**src/rtl/l1_writeback_buffer.sv**
```systemverilog
// Eviction write-back buffer: circular FIFO of dirty lines drained to pmem one
// write at a time, with in-place coalescing and a newest-wins read snoop.
module l1_writeback_buffer #(
  parameter int DEPTH   = 2,
  parameter int LINE_W  = 128,
  parameter int LADDR_W = 12
) (
  input  logic               clk,
  input  logic               rst_n,
  input  logic               wb_push,
  input  logic [LADDR_W-1:0] wb_laddr,
  input  logic [LINE_W-1:0]  wb_line,
  output logic               wb_full,
  output logic               wb_empty,
  input  logic [LADDR_W-1:0] snoop_laddr,
  output logic               snoop_hit,
  output logic [LINE_W-1:0]  snoop_line,
  input  logic               rd_busy,
  output logic [15:0]        pmem_address,
  output logic [LINE_W-1:0]  pmem_wdata,
  output logic               pmem_write,
  input  logic               pmem_resp,
  output logic               err_overflow
);
  localparam int PW = (DEPTH > 1) ? $clog2(DEPTH) : 1;

  typedef enum logic {IDLE, WRITE} state_e;

  state_e                          state_q, state_d;
  logic [DEPTH-1:0]                valid_q, valid_d;
  logic [DEPTH-1:0][LADDR_W-1:0]   laddr_q, laddr_d;
  logic [DEPTH-1:0][LINE_W-1:0]    line_q, line_d;
  logic [PW-1:0]                   head_q, head_d, tail_q, tail_d;
  logic [PW:0]                     count_q, count_d;
  logic                            pmem_write_q, pmem_write_d;
  logic [15:0]                     pmem_address_q, pmem_address_d;
  logic [LINE_W-1:0]               pmem_wdata_q, pmem_wdata_d;
  logic                            err_q, err_d;

  logic          start, pop, full, accept, head_busy, merge;
  logic [PW-1:0] merge_idx, sidx;

  assign full      = (count_q == (PW+1)'(DEPTH));
  assign start     = (state_q == IDLE) && (count_q != '0) && !rd_busy;
  assign pop       = (state_q == WRITE) && pmem_resp;
  // A pop frees the head slot this cycle, so a push alongside it still fits.
  assign accept    = wb_push && (!full || pop);
  // The head being latched this cycle is already in flight: never merge into it.
  assign head_busy = (state_q == WRITE) || start;

  always_comb begin
    merge     = 1'b0;
    merge_idx = '0;
    for (int i = 0; i < DEPTH; i++) begin
      if (valid_q[i] && laddr_q[i] == wb_laddr && !(head_busy && PW'(i) == head_q)) begin
        merge     = 1'b1;
        merge_idx = PW'(i);
      end
    end
  end

  always_comb begin
    valid_d = valid_q;
    laddr_d = laddr_q;
    line_d  = line_q;
    head_d  = head_q;
    tail_d  = tail_q;
    count_d = count_q;
    if (pop) begin
      valid_d[head_q] = 1'b0;
      head_d          = head_q + 1'b1;
    end
    if (accept) begin
      if (merge) begin
        line_d[merge_idx] = wb_line;
      end else begin
        valid_d[tail_q] = 1'b1;
        laddr_d[tail_q] = wb_laddr;
        line_d[tail_q]  = wb_line;
        tail_d          = tail_q + 1'b1;
      end
    end
    count_d = count_q + (PW+1)'(accept && !merge) - (PW+1)'(pop);
    err_d   = err_q | (wb_push && !accept);
  end

  always_comb begin
    state_d        = state_q;
    pmem_write_d   = pmem_write_q;
    pmem_address_d = pmem_address_q;
    pmem_wdata_d   = pmem_wdata_q;
    case (state_q)
      IDLE: if (start) begin
        state_d        = WRITE;
        pmem_write_d   = 1'b1;
        pmem_address_d = 16'({laddr_q[head_q], 4'b0000});
        pmem_wdata_d   = line_q[head_q];
      end
      WRITE: if (pmem_resp) begin
        state_d      = IDLE;
        pmem_write_d = 1'b0;
      end
      default: state_d = IDLE;
    endcase
  end

  // Walk oldest to newest so the newest matching entry wins.
  always_comb begin
    snoop_hit  = 1'b0;
    snoop_line = '0;
    sidx       = '0;
    for (int i = 0; i < DEPTH; i++) begin
      sidx = head_q + PW'(i);
      if (valid_q[sidx] && laddr_q[sidx] == snoop_laddr) begin
        snoop_hit  = 1'b1;
        snoop_line = line_q[sidx];
      end
    end
  end

  always_ff @(posedge clk or negedge rst_n) begin
    if (!rst_n) begin
      state_q        <= IDLE;
      valid_q        <= '0;
      laddr_q        <= '0;
      line_q         <= '0;
      head_q         <= '0;
      tail_q         <= '0;
      count_q        <= '0;
      pmem_write_q   <= 1'b0;
      pmem_address_q <= '0;
      pmem_wdata_q   <= '0;
      err_q          <= 1'b0;
    end else begin
      state_q        <= state_d;
      valid_q        <= valid_d;
      laddr_q        <= laddr_d;
      line_q         <= line_d;
      head_q         <= head_d;
      tail_q         <= tail_d;
      count_q        <= count_d;
      pmem_write_q   <= pmem_write_d;
      pmem_address_q <= pmem_address_d;
      pmem_wdata_q   <= pmem_wdata_d;
      err_q          <= err_d;
    end
  end

  assign wb_full      = full;
  assign wb_empty     = (count_q == '0) && (state_q == IDLE);
  assign pmem_write   = pmem_write_q;
  assign pmem_address = pmem_address_q;
  assign pmem_wdata   = pmem_wdata_q;
  assign err_overflow = err_q;

endmodule
```
**config.mk**
```make
export PLATFORM = sky130hd
export DESIGN_NAME = l1_writeback_buffer
export DESIGN_NICKNAME = d
export VERILOG_FILES = /design/src/rtl/l1_writeback_buffer.sv
export SDC_FILE = /design/constraint.sdc
export NUM_CORES = 1
export LEC_CHECK = 0
export BUFFER_PORTS_ARGS = -buffer_cell sky130_fd_sc_hd__clkbuf_2
export CORE_MARGIN = 10
export CORE_UTILIZATION = 25
export CTS_CLUSTER_DIAMETER = 120
export DETAILED_ROUTE_END_ITERATION = 8
export HOLD_SLACK_MARGIN = 0.15
export SLEW_MARGIN = 20
export SYNTH_ARGS = -nofsm -noshare
export SYNTH_HDL_FRONTEND = slang
export SYNTH_SLANG_ARGS = --single-unit
```
**constraint.sdc**
```tcl
create_clock -name clk -period 3.3 [get_ports clk]
set_input_delay 0.165 -clock clk [delete_from_list [all_inputs] [get_ports clk]]
set_output_delay 0.165 -clock clk [all_outputs]
set_load 0.02 [all_outputs]
```
======== After elaboration in Yosys (flattened, before gate mapping) ========
Index checks and enable logic that the tools add are counted.
word-level totals
  input bits .............................. 157
  output and inout port bits .............. 277
  register bits ........................... 429
  logic and storage cells ................. 111
cells by class
  bitwise gates (word level) .............. 7
  equality and inequality tests ........... 7
  mux-type cells .......................... 42
  reductions and logical operators ........ 31
  $add $sub $neg .......................... 4
  magnitude comparators ................... 7
operators with widths
  kind                                                                           count
  128-bit 2-to-1 mux                                                             8
  256-bit bitwise mux                                                            2
  128-bit demux with 1-bit select                                                2
  256-bit 2-to-1 mux                                                             1
  12-bit 2-to-1 mux                                                              5
  12-bit equality test                                                           4
  24-bit bitwise mux                                                             1
  1-bit logical AND                                                              18
  1-bit 2-to-1 mux                                                               15
  12-bit demux with 1-bit select                                                 1
  1-bit by 2-bit less-than comparator with 1-bit output (second input constant)  4
  1-bit zero test                                                                6
  2-bit 2-to-1 mux                                                               3
  2-bit AND reduction                                                            3
  2-bit != test (second input constant)                                          2
  1-bit one-hot mux with 2 select lines                                          2
  1-bit >= comparator (second input constant)                                    3
  1-bit inverter                                                                 3
  1-bit adder (second input constant)                                            2
  2-bit by 1-bit adder with 2-bit output                                         1
  2-bit AND                                                                      1
  1-bit demux with 1-bit select                                                  2
  2-bit equality test (second input constant)                                    1
  2-bit zero test                                                                1
  other kinds (6)                                                                7

======== Logic depth before layout (Yosys ltp) ========
Gate-level depths: netlist of run 1.
  word-level depth ........................ 14
  gate-level depth with buffers ........... 12
  gate-level depth less buffers ........... 10

======== Least setup slack after synthesis of run 1 ========
OpenSTA, ideal clock, no wires.
  kind .................................... register to output
  start point ............................. reg head_q
  end point ............................... out snoop_line[100]
  path buffers ............................ 4
  stages on the path, launching flop included .. 12
  arrival ................................. 2.518 ns
  setup slack ............................. 0.617 ns
  required time ........................... 3.135 ns
  cells stage by stage .................... dfrtp_1 > buf_4 > buf_6 > mux2i_1 > xnor2_1 > or4_1 > nor4_2 > nor3b_2 > buf_4 > buf_2 > a221oi_1 > nor2_1
on the way
  longest elaborated chain between the ends .. 6
  elaborated cells on any way between the ends .. 19
  classes of those cells .................. add/sub (1); eq/ne (2); mux (14); reduce/logical (2)
RTL lines
  element                                                                          line      RTL
  start: declaration                                                               33        logic [PW-1:0] head_q, head_d, tail_q, tail_d;
  start signal: assignment                                                         127       head_q <= '0;
  start signal: assignment                                                         139       head_q <= head_d;
  1-bit adder or 12-bit 2-to-1 mux (tied branches)                                 113, 114
  12-bit 2-to-1 mux (implied by the code)                                          114       if (valid_q[sidx] && laddr_q[sidx] == snoop_laddr) begin
  12-bit 2-to-1 mux (implied by the code) or 12-bit equality test (tied branches)  114
  12-bit equality test or 1-bit logical AND (tied branches)                        114
  1-bit logical AND or 128-bit 2-to-1 mux (tied branches)                          114
  128-bit 2-to-1 mux (*)                                                           114
  end: declaration                                                                 17        output logic [LINE_W-1:0] snoop_line,
Mark *: on every way between the ends. The rest lies on a longest branch, timed or not. The select of a mux whose other input is x is not followed.

======== Worst setup path after layout of run 1 ========
  start point ............................. reg head_q
  end point ............................... out snoop_line[60]
The elaborated chain is that of the path after synthesis.

==> reports/qor.txt, run 1 <==
Crit-path slowest cell = dfrtp_4
CP top delay family = simple AND/OR/NAND/NOR gates
Final Skew = 0.02053 ns
Crit share post-route = 115.3%
Final WL = 68830 um
Failing checks = negative setup slack
Die Width = 309.4 um
DRC = 0
Num ports = 434
Max frequency = 0.2627 GHz
Max Cap Viol = 0
Clock Path Buffers = 3
Endpoints failing setup = 129
Syn avg cell area = 11.58 um2
Area grow syn2layout = 40.60%
Global route overflow = 0
GPL Wtd Cong = 0.7699
DR WL/cell = 19.65 um
Net Switching = 13.06 mW
Multi-input gate area = 9950 um2
Die H = 309.4 um
Count of state elements after synthesis = 429
Final hold viol count = 0
Inst Count DP = 3221
Number of iterations in the first detailed-routing pass = 7
H-tree Lvls = 2
Reg power frac = 34.3%
Sw Share = 41.62%
Leakage = 12.85 nW
HP Class = input port to flip-flop
Shortest period the worst path allows = 3.806 ns
Crit path DAT = 3.64 ns
Num CTS Buffers = 52
Die area = 95730 um2
Layout fillers = 8167
DRT antenna net count = 0
Register area = 10740 um2
Mapped Area = 20940 um2
Core area = 83290 um2
Pint = 18.33 mW
Buffers & Inverters on Critical Path = 5
Post-route cell area = 29440 um2
Crit end category = output port
Final worst slack = -0.5064 ns
Initial antenna violation count = 2
Clock power share = 19.4%
Layout cell share with drive strength beyond 1 = 40.89%
Synth top area share = 51.27%
Cell count after synthesis = 1808
Setup crit start kind = flip-flop
Post-synthesis sequential area ratio = 51.27%
Pwr/cell area = 1066 nW/um2
Largest net degree at the start of global routing = 186
Max stage delay on crit path = 0.56 ns
RSZ-0062 raised after global routing = yes
Vias per inst = 4.944
Crit Path Category = flip-flop to output port
Detailed Place HPWL = 44190 um
Measured slew at the worst slew-check pin = 1.009 ns
GRT Overall Usage = 13.42%
Clk_lat worst skew = 0.59 ns
Req. time, crit path = 3.13 ns
Vias = 17310
Peak supply drop = 653.6 uV
Synth unique cells = 42
Clock Sink Count = 429
Clock-pin slew on the worst setup and hold paths = 0.06 ns
Cell repeated most along the worst path = buf_12
Status = finished with violations
Vias in the first global route = 17530
Violation count after the first detailed-routing iteration = 1092
Global-route wire length before repair = 103300 um
Synth Warn # = 0
Crit path max fanout = 6
CP cell instances = mux2i_4 -> xnor2_1 -> or4_4 -> nor4_4 -> nor3b_4 -> buf_6 -> buf_12 -> buf_12 -> clkbuf_16 -> a221oi_1 -> nor2_1 -> buf_4
Area leader, netlist = dfrtp_1
CTS tree = built
Finished Layout Cells = 3502
Fin Hold WS = 0.3591 ns
Final Max Tran Viols = 0
Comb power frac = 46.4%
Nets = 2538
Dpl cell area = 24560 um2
PortBufs = 429
Rows = 106
Initial Utilization = 25.14%
Relative slew slack = 32.75%
Root buffer selected by CTS = clkbuf_16
Synth area leaders = dfrtp_1 51%, mux2_2 15%, a221oi_1 11%
==> worst min-delay path, stage by stage <==
cell,delay (ns)
dlygate4sd3_1,0.52
clkbuf_2,0.10
mux2_2,0.13
==> state kept, by name, indices dropped and copies added (netlist names) <==
signal	cells
line_q	256
laddr_q	24
err_overflow	1
valid_q	2
head_q	1
tail_q	1
pmem_address	12
pmem_wdata	128
count_q	2
pmem_write	1
state_q	1
==> layout make-up <==
| type | count | share of cell area, % |
|---|---|---|
| diodes | 1 | 0.008501 |
| clock buffers | 71 | 5.075 |
| clock inverters | 25 | 1.105 |
| inverters | 7 | 0.09776 |
| multi-input cells | 1206 | 33.80 |
| flip-flops and latches | 429 | 36.48 |
| well taps | 1080 | 4.590 |
| repair buffers | 683 | 18.85 |
==> cells in the final DEF, fill, tap and decap left out, types with 29 or more instances in the layout <==
cell type,instances
dfrtp_1,428
clkbuf_2,301
mux2_2,280
nor2_1,272
a221oi_1,192
mux2i_1,148
dlygate4sd3_1,147
a21oi_1,141
buf_4,140
a221oi_2,63
clkbuf_16,63
buf_12,29
==> metal layers <==
metal  share of wire (%)  up-vias  track usage, %
li1                    -     7951               -
met1                  42     8694           16.77
met2                  49      536           22.67
met3                 6.0      130           2.727
met4                 3.1        2           4.877
met5               0.025        -               0
==> cells by family after synthesis <==
kind of cell | Yosys count | synth area share [%]
AO/OA/AOI/OAI | 415 | 14.68
other | 1 | 0.01791
XOR/XNOR | 48 | 2.008
flip-flops | 429 | 51.27
adder cells (fa/ha/maj) | 2 | 0.1195
AND/OR/NAND/NOR | 305 | 5.832
buffers and inverters | 176 | 3.741
multiplexers | 432 | 22.33
==> power by group through the flow <==
| stage | combinational, mW | sequential [mW] | clock (mW) |
|---|---|---|---|
| 3_3_place_gp | 13.5 | 10.5 | 0 |
| 4_1_cts | 14.3 | 10.5 | 6.26 |
| 6_report | 14.6 | 10.8 | 6.07 |
| 5_1_grt | 15.8 | 11.2 | 6.44 |
| 2_1_floorplan | 8.55 | 10.9 | 0 |
| 3_5_place_dp | 13.6 | 10.6 | 0 |
==> worst paths after layout <==
check / from / end / depth (start not counted) / slack, ns
max reg2reg: laddr_q[16]$_DFFE_PN0P_ / line_q[51]$_DFFE_PN0P_ / 7 / 0.28
min in group asynchronous: rst_n / pmem_wdata[110]$_DFFE_PN0P_ / 3 / 0.68
max in group asynchronous: rst_n / laddr_q[4]$_DFFE_PN0P_ / 5 / 1.51
min: wb_line[96] / line_q[224]$_DFFE_PN0P_ / 3 / 0.36
min reg2reg: pmem_write$_DFFE_PN0P_ / pmem_write$_DFFE_PN0P_ / 1 / 0.48
max: head_q$_DFFE_PN0P_ / snoop_line[60] / 12 / -0.51
==> per-stage QoR <==
step | TNS [ns] | power (mW) | utilization, % | worst slack, ns
after global placement | -0.9299 | 24.00 | 29.49 | -0.07232
after detailed placement | -0.2176 | 24.21 | 29.49 | -0.04825
after global routing | -66.17 | 33.39 | 35.34 | -0.6233
after floorplan | 0 | 19.44 | - | 0.6172
after CTS | -65.72 | 31.09 | 34.41 | -0.5774
final | -46.67 | 31.39 | 35.34 | -0.5064
==> cell usage after synthesis <==
cell and instances:
xor2_1 20, mux2i_1 152, and2_1 1, conb_1 1, a2111oi_0 1, buf_6 1
buf_1 17, a21o_1 2, a221oi_1 256, o211ai_1 1, or4_1 1, a21boi_0 1
and3_1 2, a21oi_1 141, nand3_1 1, o21a_1 1, nor2b_1 2, o2111ai_1 1
nand4b_1 1, buf_4 28, o21bai_1 1, nor3_1 4, o21ai_0 5, nand4_1 4
inv_1 7, nand2_1 4, nor3b_2 1, a31o_2 2, o22ai_1 1, nand2b_1 2
buf_2 8, nor4_2 1, mux2_2 280, xnor2_1 28, ha_1 2, or2_2 1
nor2_1 276, clkbuf_1 115, a211oi_1 2, nor4_1 3, and4b_1 1, dfrtp_1 429
==> timing repair <==
item | CTS | global route
gates cloned | 7 | 11
buffers inserted | 16 | 6
gates resized for setup | 160 | 198
pin swaps | 46 | 66
hold buffers | 147 | 0
endpoints found under the setup margin | 129 | 129
endpoints found under the hold margin | 585 | 0
No activity file was read; power rests on OpenSTA's default activity.
==> run 2: changes to the inputs <==
--- a/config.mk
+++ b/config.mk
@@ -11,6 +11,7 @@
 export CTS_CLUSTER_DIAMETER = 120
 export DETAILED_ROUTE_END_ITERATION = 8
 export HOLD_SLACK_MARGIN = 0.15
+export SKIP_CTS_REPAIR_TIMING = 1
 export SLEW_MARGIN = 20
 export SYNTH_ARGS = -nofsm -noshare
 export SYNTH_HDL_FRONTEND = slang
==> run 2 against run 1 <==
The run still ends with negative setup slack left; cell area down 3.3%; global-route usage down 0.68 points; maximum frequency up 1.5%; combinational power down 3%; sequential power about the same; worst hold slack worse by 0.23 ns; critical endpoint is now snoop_line[56].
==> reports/qor.txt, run 2 (synthesis results as in run 1) <==
Post-route cell area = 28480 um2 (-3.3%)
Clk_lat worst skew = 0.59 ns (about the same)
Crit Path Category = flip-flop to output port
Net Switching = 12.77 mW (-2.2%)
Multi-input gate area = 9595 um2 (-3.6%)
GRT Overall Usage = 12.73% (-0.68 points)
Sw Share = 41.40% (-0.21 points)
Vias per inst = 4.902 (-0.85%)
Most frequent cells in the layout = 428 x dfrtp_1, 321 x clkbuf_2, 280 x mux2_2
Measured slew at the worst slew-check pin = 1.061 ns (+0.05261 ns)
H-tree Lvls = 2 (unchanged)
Endpoints failing setup = 128 (-0.78%)
RSZ-0062 raised after global routing = yes
Number of iterations in the first detailed-routing pass = 5 (-2)
Final hold viol count = 0 (unchanged)
DRT antenna net count = 0 (unchanged)
Initial antenna violation count = 2 (unchanged)
Largest net degree at the start of global routing = 186 (unchanged)
Detailed Place HPWL = 44190 um (unchanged)
CTS tree = built
Util after Layout = 34.19% (-1.2 points)
Dpl cell area = 24560 um2 (unchanged)
Setup crit start kind = flip-flop
Rows = 106 (unchanged)
Shortest period the worst path allows = 3.750 ns (-0.05677 ns)
GPL Wtd Cong = 0.7699 (unchanged)
Violation count after the first detailed-routing iteration = 1074 (-1.6%)
Max reg flops = 256 (unchanged)
PortBufs = 429 (unchanged)
Crit share post-route = 113.6% (-1.7 points)
Vias in the first global route = 16500 (-5.8%)
Pwr/cell area = 1083 nW/um2 (+1.6%)
Req. time, crit path = 3.13 ns (about the same)
Max Cap Viol = 0 (unchanged)
HP Class = input port to asynchronous set/reset pin
Clock-pin slew on the worst setup and hold paths = 0.06 ns (about the same)
Worst Setup Slack post-DPL = -0.04825 ns (unchanged)
Die Width = 309.4 um (unchanged)
Failing checks = negative setup slack
Vias = 17050 (-1.5%)
Layout fillers = 8281 (+1.4%)
Nets = 2514 (-0.95%)
Crit end category = output port
Final Max Tran Viols = 0 (unchanged)
Biggest register = line_q
DRC = 0 (unchanged)
Layout cell share with drive strength beyond 1 = 38.09% (-2.8 points)
Status = finished with violations
Final worst slack = -0.4497 ns (+0.05677 ns)
Crit path max fanout = 18 (+12)
Clock power share = 19.7% (+0.3 points)
Num ports = 434 (unchanged)
Die area = 95730 um2 (unchanged)
Most common cell after layout, fill and taps aside = dfrtp_1
Reg power frac = 34.4% (about the same)
Comb power frac = 46.0% (-0.4 points)
Final Skew = 0.02082 ns (+0.0002862 ns)
Root buffer selected by CTS = clkbuf_16
Reg2reg start = head_q$_DFFE_PN0P_
Final WL = 66750 um (-3.0%)
Pint = 18.08 mW (-1.4%)
Max frequency = 0.2667 GHz (+1.5%)
DR WL/cell = 19.19 um (-2.3%)
Crit path DAT = 3.58 ns (-0.06 ns)
Peak supply drop = 644.8 uV (-1.3%)
Clock Sink Count = 429 (unchanged)
Relative slew slack = 29.24% (-3.5 points)
Initial Utilization = 25.14% (unchanged)
Num CTS Buffers = 52 (unchanged)
Area grow syn2layout = 36.01%
Global route overflow = 0 (unchanged)
Core area = 83290 um2 (unchanged)
Leakage = 12.43 nW (-3.2%)
Register area = 10740 um2 (unchanged)
Global-route wire length before repair = 97970 um (-5.2%)
Die H = 309.4 um (unchanged)
Crit. Startpoint = head_q$_DFFE_PN0P_
Clock Path Buffers = 3 (unchanged)
[run 2: worst paths after layout]
check | to | slack, ns | cells past startpoint
min | pmem_wdata[112]$_DFFE_PN0P_ | 0.13 | 2
max | snoop_line[56] | -0.45 | 11
min reg2reg | pmem_write$_DFFE_PN0P_ | 0.48 | 1
max in group asynchronous | laddr_q[4]$_DFFE_PN0P_ | 2.07 | 4
min in group clk | pmem_wdata[121]$_DFFE_PN0P_ | 0.23 | 4
max reg2reg | line_q[199]$_DFFE_PN0P_ | 0.33 | 9
[run 2: cell type report]
cell class,instances,share of cell area [%]
diodes,1,0.008787
clock buffers,71,5.246
clock inverters,25,1.142
inverters,7,0.1011
multi-input cells,1206,33.70
flip-flops and latches,429,37.71
well taps,1080,4.745
repair buffers,659,17.35
[run 2: critical path, cell delays in order (launching register included)]
cell and delay, ns:
dfrtp_4 0.54, mux2i_4 0.21, xnor2_1 0.13, or4_4 0.56, nor4_4 0.30, nor3b_4 0.24, buf_6 0.16, buf_12 0.18
buf_16 0.19, a221oi_1 0.09, nor2_1 0.17, buf_4 0.17
[run 2: layer usage]
layer | track usage, % | share of wire, %
met4 | 4.057 | 2.4
met2 | 21.48 | 49
met5 | 0 | 0.019
met3 | 2.870 | 6.0
met1 | 15.98 | 42
[run 2: stage by stage]
| stage | cells | power [mW] | setup TNS [ns] | hold slack, ns |
|---|---|---|---|---|
| floorplan | 1811 | 19.44 | 0 | -0.1306 |
| global placement | 3221 | 24.00 | -0.9299 | 0.2012 |
| detailed placement | 3221 | 24.21 | -0.2176 | 0.2006 |
| CTS | 3317 | 30.44 | -79.48 | -0.4505 |
| global route | 3478 | 32.86 | -64.41 | 0.1767 |
| finish | 3478 | 30.85 | -48.76 | 0.1298 |
[run 2: power by group through the flow]
stage	clock network, mW	logic [mW]	registers, mW
final	6.07	14.2	10.6
after global routing	6.44	15.4	11.0
after CTS	6.26	13.7	10.5
after detailed placement	0	13.6	10.6
after global placement	0	13.5	10.5
after floorplan	0	8.55	10.9
==> run 3: changes to the inputs <==
--- a/config.mk
+++ b/config.mk
@@ -6,6 +6,7 @@
 export NUM_CORES = 1
 export LEC_CHECK = 0
 export BUFFER_PORTS_ARGS = -buffer_cell sky130_fd_sc_hd__clkbuf_2
+export CORE_ASPECT_RATIO = 1.1
 export CORE_MARGIN = 10
 export CORE_UTILIZATION = 25
 export CTS_CLUSTER_DIAMETER = 120
==> run 3 against run 2 <==
The run still ends with negative setup slack left; critical endpoint is now snoop_line[57]; combinational power about the same; worst hold slack better by 0.046 ns; worst setup slack worse by 0.033 ns; routed wire length up 3.1%; die area about the same; cell count down 0.26%; total power down 1.4%; first-iteration DRC count up 19%; clock-buffer cell count up 4; sequential cell count unchanged.
==> reports/qor.txt, run 3 (synthesis results as in run 1) <==
Status = finished with violations
Failing checks = negative setup slack
Sw Share = 41.99% (+0.59 points)
Inst Count DP = 3213 (-0.25%)
Die area = 95740 um2 (about the same)
Layout fillers = 8237 (-0.53%)
Num CTS Buffers = 49 (-5.8%)
Dpl cell area = 24630 um2 (+0.29%)
DRC = 0 (unchanged)
Most frequent cells in the layout = 428 x dfrtp_1, 378 x clkbuf_2, 280 x mux2_2
Max reg flops = 256 (unchanged)
Net Switching = 12.77 mW (about the same)
Crit share post-route = 114.6% (+1.0 points)
Nets = 2514 (unchanged)
Clock-pin slew on the worst setup and hold paths = 0.06 ns (about the same)
Reg power frac = 34.7% (+0.3 points)
Final WL = 68800 um (+3.1%)
Clk_lat worst skew = 0.60 ns (about the same)
Vias = 17260 (+1.2%)
Max Cap Viol = 0 (unchanged)
Pwr/cell area = 1074 nW/um2 (-0.88%)
Crit Path Category = flip-flop to output port
Biggest register = line_q
Root buffer selected by CTS = clkbuf_16
Shortest period the worst path allows = 3.783 ns (+0.03292 ns)
HP Class = input port to asynchronous set/reset pin
Max frequency = 0.2644 GHz (-0.87%)
Grt met3 use = 3.303% (+0.43 points)
Req. time, crit path = 3.13 ns (about the same)
Initial Utilization = 25.17% (+0.030 points)
Peak supply drop = 587.5 uV (-8.9%)
Setup TNS = -51.31 ns (-2.545 ns)
Layout cell share with drive strength beyond 1 = 37.44% (-0.65 points)
Post-route cell area = 28320 um2 (-0.55%)
Detailed Place HPWL = 45650 um (+3.3%)
Endpoints failing setup = 128 (unchanged)
GRT Overall Usage = 13.06% (+0.32 points)
Setup crit start kind = flip-flop
Core area = 83190 um2 (-0.12%)
Initial antenna violation count = 3 (+1)
Vias in the first global route = 16170 (-2.0%)
Final hold viol count = 0 (unchanged)
Crit end category = output port
Final Skew = 0.01814 ns (-0.002677 ns)
Leakage = 12.35 nW (-0.69%)
Finished Layout Cells = 3469 (-0.26%)
Global route overflow = 0 (unchanged)
Relative slew slack = 23.56% (-5.7 points)
M1 GR Usage = 16.20% (+0.22 points)
GPL Wtd Cong = 0.7734 (+0.45%)
Clock Path Buffers = 3 (unchanged)
Most common cell after layout, fill and taps aside = dfrtp_1
Busiest metal layer after global routing = met2
Clock Sink Count = 429 (unchanged)
Final Max Tran Viols = 0 (unchanged)
DRT antenna net count = 0 (unchanged)
Area grow syn2layout = 35.26%
Crit path DAT = 3.62 ns (+0.04 ns)
Die Width = 295.9 um (-4.4%)
Die H = 323.5 um (+4.6%)
Register area = 10740 um2 (unchanged)
Clock power share = 18.8% (-0.9 points)
Global-route wire length before repair = 98860 um (+0.91%)
RSZ-0062 raised after global routing = yes
Util after Layout = 34.04% (-0.15 points)
Worst Setup Slack post-DPL = -0.06709 ns (-0.01883 ns)
Number of iterations in the first detailed-routing pass = 7 (+2)
Multi-input gate area = 9537 um2 (-0.61%)
Measured slew at the worst slew-check pin = 1.147 ns (+0.08520 ns)
Pint = 17.64 mW (-2.4%)
Rows = 111 (+4.7%)
Violation count after the first detailed-routing iteration = 1274 (+19%)
DR WL/cell = 19.83 um (+3.3%)
Crit path max fanout = 33 (+15)
H-tree Lvls = 2 (unchanged)
Final worst slack = -0.4826 ns (-0.03292 ns)
CTS tree = built
PortBufs = 429 (unchanged)
Comb power frac = 46.5% (+0.5 points)
Num ports = 434 (unchanged)
Largest net degree at the start of global routing = 136 (-27%)
Vias per inst = 4.975 (+1.5%)
GR Layer Usage met2 = 21.82% (+0.34 points)
[run 3: cell types whose count changed in the layout (fill, tap and decap cells not counted), sizes merged, moves of 2 or more]
cell,change
clkbuf,+65
buf,-58
clkinv,-6
bufinv,-3
diode,+2
[run 3: final timing paths]
| path | startpoint | end | slack (ns) | depth (start not counted) |
|---|---|---|---|---|
| min in group clk | wb_line[62] | line_q[62]$_DFFE_PN0P_ | 0.35 | 3 |
| hold reg to reg | err_overflow$_DFF_PN0_ | err_overflow$_DFF_PN0_ | 0.48 | 1 |
| max in group asynchronous | rst_n | line_q[201]$_DFFE_PN0P_ | 2.04 | 4 |
| setup / recovery | head_q$_DFFE_PN0P_ | snoop_line[57] | -0.48 | 11 |
| setup reg to reg | head_q$_DFFE_PN0P_ | laddr_q[0]$_DFFE_PN0P_ | 0.57 | 7 |
| hold / removal | rst_n | pmem_wdata[101]$_DFFE_PN0P_ | 0.18 | 2 |
[run 3: area by class of cell]
type	instances	share of cell area, %
inverters	7	0.1016
multi-input cells	1206	33.67
flip-flops and latches	429	37.92
well taps	1073	4.740
repair buffers	662	17.64
clock buffers	75	5.249
diodes	3	0.02651
clock inverters	14	0.6539
[run 3: routing by layer]
metal / share of wire (%) / up-vias
met5: 0 / -
met4: 3.0 / 0
met3: 6.6 / 104
met2: 49 / 584
met1: 41 / 8689
li1: - / 7882
[run 3: power by group through the flow]
stage	clock network [mW]	registers, mW	logic, mW
4_1_cts	5.88	10.5	13.9
3_3_place_gp	0	10.5	13.6
6_report	5.71	10.6	14.1
2_1_floorplan	0	10.9	8.55
5_1_grt	6.08	11.0	15.4
3_5_place_dp	0	10.6	13.8
[run 3: stage by stage]
step / total power, mW / hold slack [ns]
5_1_grt: 32.42 / 0.1993
6_report: 30.41 / 0.1756
3_5_place_dp: 24.38 / 0.2441
3_3_place_gp: 24.15 / 0.2445
2_1_floorplan: 19.44 / -0.1306
4_1_cts: 30.23 / -0.4081
[run 3: critical path, stage by stage, from the launching register on]
cell	delay, ns
dfrtp_4	0.50
buf_6	0.24
mux2i_1	0.34
o22ai_1	0.15
a2111oi_2	0.28
and4b_4	0.34
buf_12	0.13
buf_12	0.21
buf_12	0.21
a221oi_1	0.10
nor2_1	0.27
buf_4	0.19
